$ cat config.mk
export PLATFORM = sky130hd
export DESIGN_NAME = dontcare_pipe
export DESIGN_NICKNAME = d
export VERILOG_FILES = /design/src/rtl/dontcare_pipe.sv
export SDC_FILE = /design/constraint.sdc
export NUM_CORES = 1
export LEC_CHECK = 0
export ABC_AREA = 1
export BUFFER_PORTS_ARGS = -buffer_cell sky130_fd_sc_hd__buf_2
export CORE_ASPECT_RATIO = 0.6
export CORE_MARGIN = 1
export CORE_UTILIZATION = 40
export DETAILED_ROUTE_END_ITERATION = 8
export GPL_ROUTABILITY_DRIVEN = 0
export PLACE_DENSITY = 0.71
export SLEW_MARGIN = 25
export SYNTH_ARGS = -nofsm -noshare
export SYNTH_HDL_FRONTEND = slang
export SYNTH_SLANG_ARGS = --single-unit
$ cat constraint.sdc
create_clock -name clock -period 1.58 [get_ports clock]
set_input_delay 0.316 -clock clock [delete_from_list [all_inputs] [get_ports clock]]
set_output_delay 0.316 -clock clock [all_outputs]
set_load 0.005 [all_outputs]
$ cat src/rtl/dontcare_pipe.sv
// rtl/dontcare_pipe.sv - elastic valid/ready register pipeline with selectable empty-slot data fill
module dontcare_pipe #(
    parameter int WIDTH     = 8,
    parameter int DEPTH     = 3,
    parameter int FILL_MODE = 0
) (
    input  logic                       clock,
    input  logic                       rst_n,
    input  logic                       in_valid,
    output logic                       in_ready,
    input  logic [WIDTH-1:0]           in_data,
    output logic                       out_valid,
    input  logic                       out_ready,
    output logic [WIDTH-1:0]           out_data,
    output logic [$clog2(DEPTH+1)-1:0] occupancy
);

    localparam int OCC_W = $clog2(DEPTH + 1);

    logic [DEPTH-1:0] valid_q;
    logic [DEPTH-1:0] valid_d;
    logic [WIDTH-1:0] data_q [DEPTH];
    logic [WIDTH-1:0] data_d [DEPTH];
    logic [DEPTH-1:0] adv;
    logic [DEPTH-1:0] src_valid;
    logic [WIDTH-1:0] src_data [DEPTH];
    logic             adv_run;
    logic [OCC_W-1:0] occ_sum;

    // An empty stage always accepts, so bubbles collapse toward the output.
    always_comb begin
        adv_run = out_ready;
        adv     = '0;
        for (int i = DEPTH - 1; i >= 0; i--) begin
            adv_run = !valid_q[i] || adv_run;
            adv[i]  = adv_run;
        end
    end

    always_comb begin
        src_valid    = '0;
        src_valid[0] = in_valid;
        src_data[0]  = in_data;
        for (int i = 1; i < DEPTH; i++) begin
            src_valid[i] = valid_q[i-1];
            src_data[i]  = data_q[i-1];
        end
    end

    always_comb begin
        valid_d = valid_q;
        for (int i = 0; i < DEPTH; i++) begin
            data_d[i] = data_q[i];
            if (adv[i]) begin
                valid_d[i] = src_valid[i];
                if (src_valid[i]) begin
                    data_d[i] = src_data[i];
                end else if (FILL_MODE == 1) begin
                    data_d[i] = '0;
                end else if (FILL_MODE != 2) begin
                    data_d[i] = 'x;
                end
            end
        end
    end

    always_ff @(posedge clock or negedge rst_n) begin
        if (!rst_n) begin
            valid_q <= '0;
            for (int i = 0; i < DEPTH; i++) begin
                data_q[i] <= '0;
            end
        end else begin
            valid_q <= valid_d;
            for (int i = 0; i < DEPTH; i++) begin
                data_q[i] <= data_d[i];
            end
        end
    end

    always_comb begin
        occ_sum = '0;
        for (int i = 0; i < DEPTH; i++) begin
            occ_sum = occ_sum + OCC_W'(valid_q[i]);
        end
    end

    // The x fill is confined to the data lane; valid, ready and occupancy stay defined.
    always_comb begin
        if (valid_q[DEPTH-1]) begin
            out_data = data_q[DEPTH-1];
        end else if (FILL_MODE == 1) begin
            out_data = '0;
        end else if (FILL_MODE == 2) begin
            out_data = data_q[DEPTH-1];
        end else begin
            out_data = 'x;
        end
    end

    assign in_ready  = adv[0];
    assign out_valid = valid_q[DEPTH-1];
    assign occupancy = occ_sum;

endmodule

==> results.toml, run 1 <==
[timing]
relSlewSlack = 0.620
finClkSkew_ns = 0.00647
hold_violations = 0
setup_viol = 1
slew_viol_final = 0
min_period_ns = 1.62
rsz0062_at_grt = "true"
tightest_slew_ns = 0.570
max_freq_mhz = 618
post-route-period-util = 1.02
layout_setup_ws_ns = -0.0393

[placed_design]
port_buffers = 23
post-dp-hpwl_um = 1430
placed_area_um2 = 1250
pre_cts_ws_ns = 0.256

[synthesis]
syn_nets = 136
synthTopCellsByArea = "dfrtp_1 59%, nand2_1 22%, buf_4 5.9%"
synth_compound_area_frac = 0
synthSimpleGateAreaFrac = 0.307
synth-seq-area-share = 0.590
avgSynthCellArea_um2 = 9.32
synth_largest_area_cell = "dfrtp_1"
synthMuxAreaShare = 0
synth_area_um2 = 1150
netlist_instances = 123
synth_top_area_frac = 0.590
synth_top_family_by_area = "simple AND/OR/NAND/NOR gates"
synth.distinct_cells = 13
synthAdderAreaFrac = 0.0175
ys_warn_count = 0
synth_xor_area_frac = 0
ys_ff_latch = 27

[die]
die_x_um = 71.1
die-area_um2 = 3090
start_util = 0.439
core_area_um2 = 2610
rows = 14
pin_count = 24
die_h_um = 43.5

[finish]
num_antenna_cells = 0
finalInstanceArea_um2 = 1310
area_growth_pct = 14.5
final_net_count = 158
drive_gt1_frac = 0.264

[clocking]
cts_max_path_buffers = 2
insertion_delay_ns = 0.27
cts_tree = "yes"
h-tree-depth = 1
clockRootBuffer = "clkbuf_8"
clk_pin_slew_ns = 0.09
cts_sinks = 27
cts_buffers = 3

[run]
cap_viol_max_count = 0

[global_route]
antenna_found_initial = 0
grt_pass1_vias = 727
grt_first_pass_wirelength_um = 3390
grt_max_degree = 28
grtUsageTotal = 0.151
grt-ovfl-total = 0

[setup_path]
cp-start-kind = "flip-flop"
cp.arrival_ns = 1.30
cp_max_fo = 2
crit_required_ns = 1.26
critPathCaptureType = "output port"
critical_path_class = "reg2out"
rrSetupSlack_ns = 0.35

[power]
ir_drop_mv = 0.398
power_density_nw_per_um2 = 1150
leakage_nw = 0.715

[detailed_routing]
routedWlPerCell_um = 11.0
wl_um = 1930
vias = 829
drc_errors = 0
drt_iter0_drc = 85
viasPerCell = 4.71
first_pass_iters = 6
ant_nets = 0

[hold_path]
hp-class = "in2async"

[run_status]
violations = "setup timing"
outcome = "finished, violations left"
## registers in the layout, summed over array words and instances, names as in the netlist
register and flops:
data_q 24, valid_q 3
## where the power goes
group,switching [mW],internal (mW),total (mW)
Sequential,0.0543,0.792,0.846
Combinational,0.154,0.115,0.269
Clock,0.209,0.179,0.388
## layout make-up
class	instances	area [um2]
clock buffers	3	41.3
clock inverters	1	7.51
fillers	236	1300
inverters	4	15.0
multi-input cells	81	380
flip-flops and latches	27	676
well taps	32	40.0
repair buffers	28	153
## cell families (layout without fill, tap and decap cells)
logic type                 after synthesis  in the layout
DFF                                     27             27
and+or+nand+nor                         80             80
buffers and inverters                   15             36
adders and majority gates                1              1
## stage by stage
| step | power [mW] | std cells | utilization | TNS, ns | hold slack [ns] |
|---|---|---|---|---|---|
| global route | 1.61 | 176 | 0.503 | -0.0814 | 0.0610 |
| finish | 1.50 | 176 | 0.503 | -0.0393 | 0.0258 |
| detailed placement | 1.13 | 171 | 0.478 | 0 | 0.348 |
| floorplan | 1.06 | 123 | - | 0 | 0.0204 |
| CTS | 1.52 | 175 | 0.500 | -0.0483 | 0.0428 |
| global placement | 1.12 | 171 | 0.478 | 0 | 0.332 |
## worst paths after layout
| path | startpoint | endpoint | depth (start not counted) |
|---|---|---|---|
| min in group clock | in_valid | valid_q[0]$_DFFE_PN0P_ | 3 |
| hold / removal | rst_n | data_q[7]$_DFFE_PN0P_ | 1 |
| hold reg to reg | data_q[7]$_DFFE_PN0P_ | data_q[7]$_DFFE_PN0P_ | 2 |
| setup reg to reg | valid_q[2]$_DFFE_PN0P_ | data_q[22]$_DFFE_PN0P_ | 6 |
| max in group asynchronous | rst_n | data_q[21]$_DFFE_PN0P_ | 1 |
| setup / recovery | valid_q[2]$_DFFE_PN0P_ | occupancy[0] | 2 |
## critical path: stages, from the launching register on
cell     delay (ns)
dfrtp_1        0.41
fa_1           0.53
buf_2          0.10
## cells in the mapped netlist (all sizes together)
cell type  number
nand2          68
dfrtp          27
buf            11
nand4           9
inv             4
nor2            2
fa              1
or2             1
## cells in the final DEF, fill, tap and decap left out, drive strengths merged
| master | count |
|---|---|
| dfrtp | 27 |
| nand2 | 68 |
| clkbuf | 3 |
| clkinvlp | 1 |
| or2 | 1 |
| inv | 4 |
| nor2 | 2 |
| fa | 1 |
| buf | 28 |
| nand4 | 9 |
## what timing repair did
action                     in CTS  in global routing
setup endpoints to repair       2                  3
pin swaps                       0                  1
gates resized for setup         1                  0
buffers inserted                0                  1
hold buffers                    0                  0
## routing by layer
layer | global-route usage | share of wire | vias to the layer above
li1 | - | - | 421
met1 | 0.220 | 0.51 | 364
met2 | 0.213 | 0.38 | 40
met3 | 0.0581 | 0.099 | 4
met4 | 0.0360 | 0.010 | 0
met5 | 0 | 0 | -
Note: power is estimated with default switching activity, not from simulation.
==> run 2: changes to the inputs <==
- ABC_AREA: 1 -> default
- PLACE_DENSITY: 0.71 -> 0.72
==> run 2 against run 1 <==
Effect of this change:
- the flow still finishes with violations (setup timing)
- first-iteration DRC count is 80% lower
- critical path type unchanged
- synthesized area decreased by 5.0%
- synthesized cell count decreased by 45%
- critical endpoint unchanged
- critical path depth unchanged
- design area is 2.8% lower
- worst hold slack improved by 0.018 ns
- register-to-register slack lost 0.18 ns
- sequential share of layout area increased by 1.5 points
- via count down 27%
==> results.toml, run 2 <==
[timing]
finClkSkew_ns = 0.00109
min_period_ns = 1.63
layout_setup_ws_ns = -0.0454
hold_violations = 0
relSlewSlack = 0.610
post-route-period-util = 1.03
rsz0062_at_grt = "true"
setup_viol = 1
slew_viol_final = 0
max_freq_mhz = 615
tightest_slew_ns = 0.584

[synthesis]
synthTopCellsByCount = "27 x dfrtp_1, 24 x mux2_2, 8 x buf_4"
ys_warn_count = 0
synth-edff-count = 0
ys_async_sr_fraction = 1.00
synth-seq-area-share = 0.621
synth.distinct_cells = 10
synthFlopType = "dfrtp_1"
yosysMostFrequentCell = "dfrtp_1"
synth_area_um2 = 1090
syn_nets = 81
ys_ff_latch = 27
synth_top_area_frac = 0.621
avgSynthCellArea_um2 = 16.0
synth_largest_area_cell = "dfrtp_1"
netlist_instances = 68
synthTopCellsByArea = "dfrtp_1 62%, mux2_2 25%, buf_4 5.5%"

[setup_path]
crit_start = "valid_q[2]$_DFFE_PN0P_"
worst_r2r_path_depth = 3
timing.rr.start = "valid_q[2]$_DFFE_PN0P_"
cp_max_fo = 2
critical_path_class = "reg2out"
cp-start-kind = "flip-flop"
crit_required_ns = 1.26
cp.arrival_ns = 1.31
critPathCaptureType = "output port"

[global_route]
grt_max_degree = 28
grt_pass1_vias = 567
antenna_found_initial = 0
grt-ovfl-total = 0
grt_first_pass_wirelength_um = 2770
grtUsageTotal = 0.128

[die]
die_h_um = 42.4
rows = 14
core_area_um2 = 2540
die_x_um = 69.3
die-area_um2 = 2940
pin_count = 24
start_util = 0.429

[clocking]
cts_tree = "yes"
cts_buffers = 3
cts_sinks = 27
clockRootBuffer = "clkbuf_8"
h-tree-depth = 1
insertion_delay_ns = 0.26
cts_max_path_buffers = 2
clk_pin_slew_ns = 0.08

[finish]
largest_reg_flops = 24
layout.cells.non_filler = 125
drive_gt1_frac = 0.634
regMostFlops = "data_q"
num_antenna_cells = 0
final_cell_mix = "27 x dfrtp_1, 24 x mux2_2, 23 x buf_2, 7 x buf_4"
final_net_count = 107
reg_top3 = "data_q: 24 flops, valid_q: 3 flops"
final_common_cell = "dfrtp_1"
area_growth_pct = 17.2

[detailed_routing]
drc_errors = 0
first_pass_iters = 3
ant_nets = 0
routedWlPerCell_um = 13.3
viasPerCell = 4.82
drt_iter0_drc = 17
wl_um = 1670
vias = 602

[power]
power_density_nw_per_um2 = 1170
ir_drop_mv = 0.760
leakage_nw = 0.582
power.total_mw = 1.49

[run_status]
violations = "setup timing"
outcome = "finished, violations left"

[placed_design]
port_buffers = 23
dp_cells = 114
post-dp-hpwl_um = 1140

[hold_path]
hp-class = "in2async"

[run]
cap_viol_max_count = 0
==> run 2: changes by cell type after synthesis, sizes merged, moves of 2 or more <==
cell,previous run,this run
nand2,68,0
inv,4,0
nor2,2,0
mux2,0,24
nand4,9,0
nand2b,0,3
==> run 2: layout make-up <==
cell class                      count  area, um2
Fill cell                         224       1260
Sequential cell                    27        676
Multi-Input combinational cell     31        337
Timing Repair Buffer               31        179
Clock buffer                        4       45.0
Tap cell                           32       40.0
==> run 2: logic make-up after synthesis <==
group / share of synthesized area
buffers and inverters: 0.0701
muxes: 0.248
DFF: 0.621
adders and majority gates: 0.0184
and+or+nand+nor: 0.0425
==> run 2: repair_timing <==
item                       4_1_cts  5_1_grt
buffers inserted                 1        6
hold buffers                     0        0
resized for setup                1        0
setup endpoints to repair        2        3
pin swaps                        0        0
==> run 2: final timing paths <==
| path | endpoint | slack [ns] |
|---|---|---|
| max | occupancy[0] | -0.05 |
| min in group clock | valid_q[0]$_DFFE_PN0P_ | 0.23 |
| min | valid_q[2]$_DFFE_PN0P_ | 0.04 |
| max reg2reg | data_q[5]$_DFFE_PN0P_ | 0.17 |
| max in group asynchronous | data_q[20]$_DFFE_PN0P_ | 1.16 |
| min reg2reg | data_q[2]$_DFFE_PN0P_ | 0.51 |
==> run 2: critical path: stages, from the launching register on <==
cell and delay, ns:
dfrtp_1 0.40, fa_1 0.54, buf_2 0.11
==> run 2: per-stage QoR <==
stage	hold slack [ns]	cell area, um2	setup slack (ns)	utilization	TNS (ns)
6_report	0.0439	1280	-0.0454	0.502	-0.0454
2_1_floorplan	0.0204	1090	0.281	-	0
3_5_place_dp	0.362	1170	0.181	0.463	0
4_1_cts	0.0665	1230	-0.0574	0.485	-0.0574
5_1_grt	0.0947	1280	-0.106	0.502	-0.132
3_3_place_gp	0.347	1170	0.215	0.463	0
==> run 2: where the power goes <==
group	switching, mW	internal, mW	total, mW
Clock	0.192	0.180	0.372
Combinational	0.102	0.168	0.270
Sequential	0.0522	0.798	0.850
Total	0.346	1.15	1.49
==> run 2: metal layers <==
layer  global-route usage  routed length, um
met3               0.0553                106
met1                0.171                784
met5                    0                  0
met2                0.190                775
met4               0.0367                  0
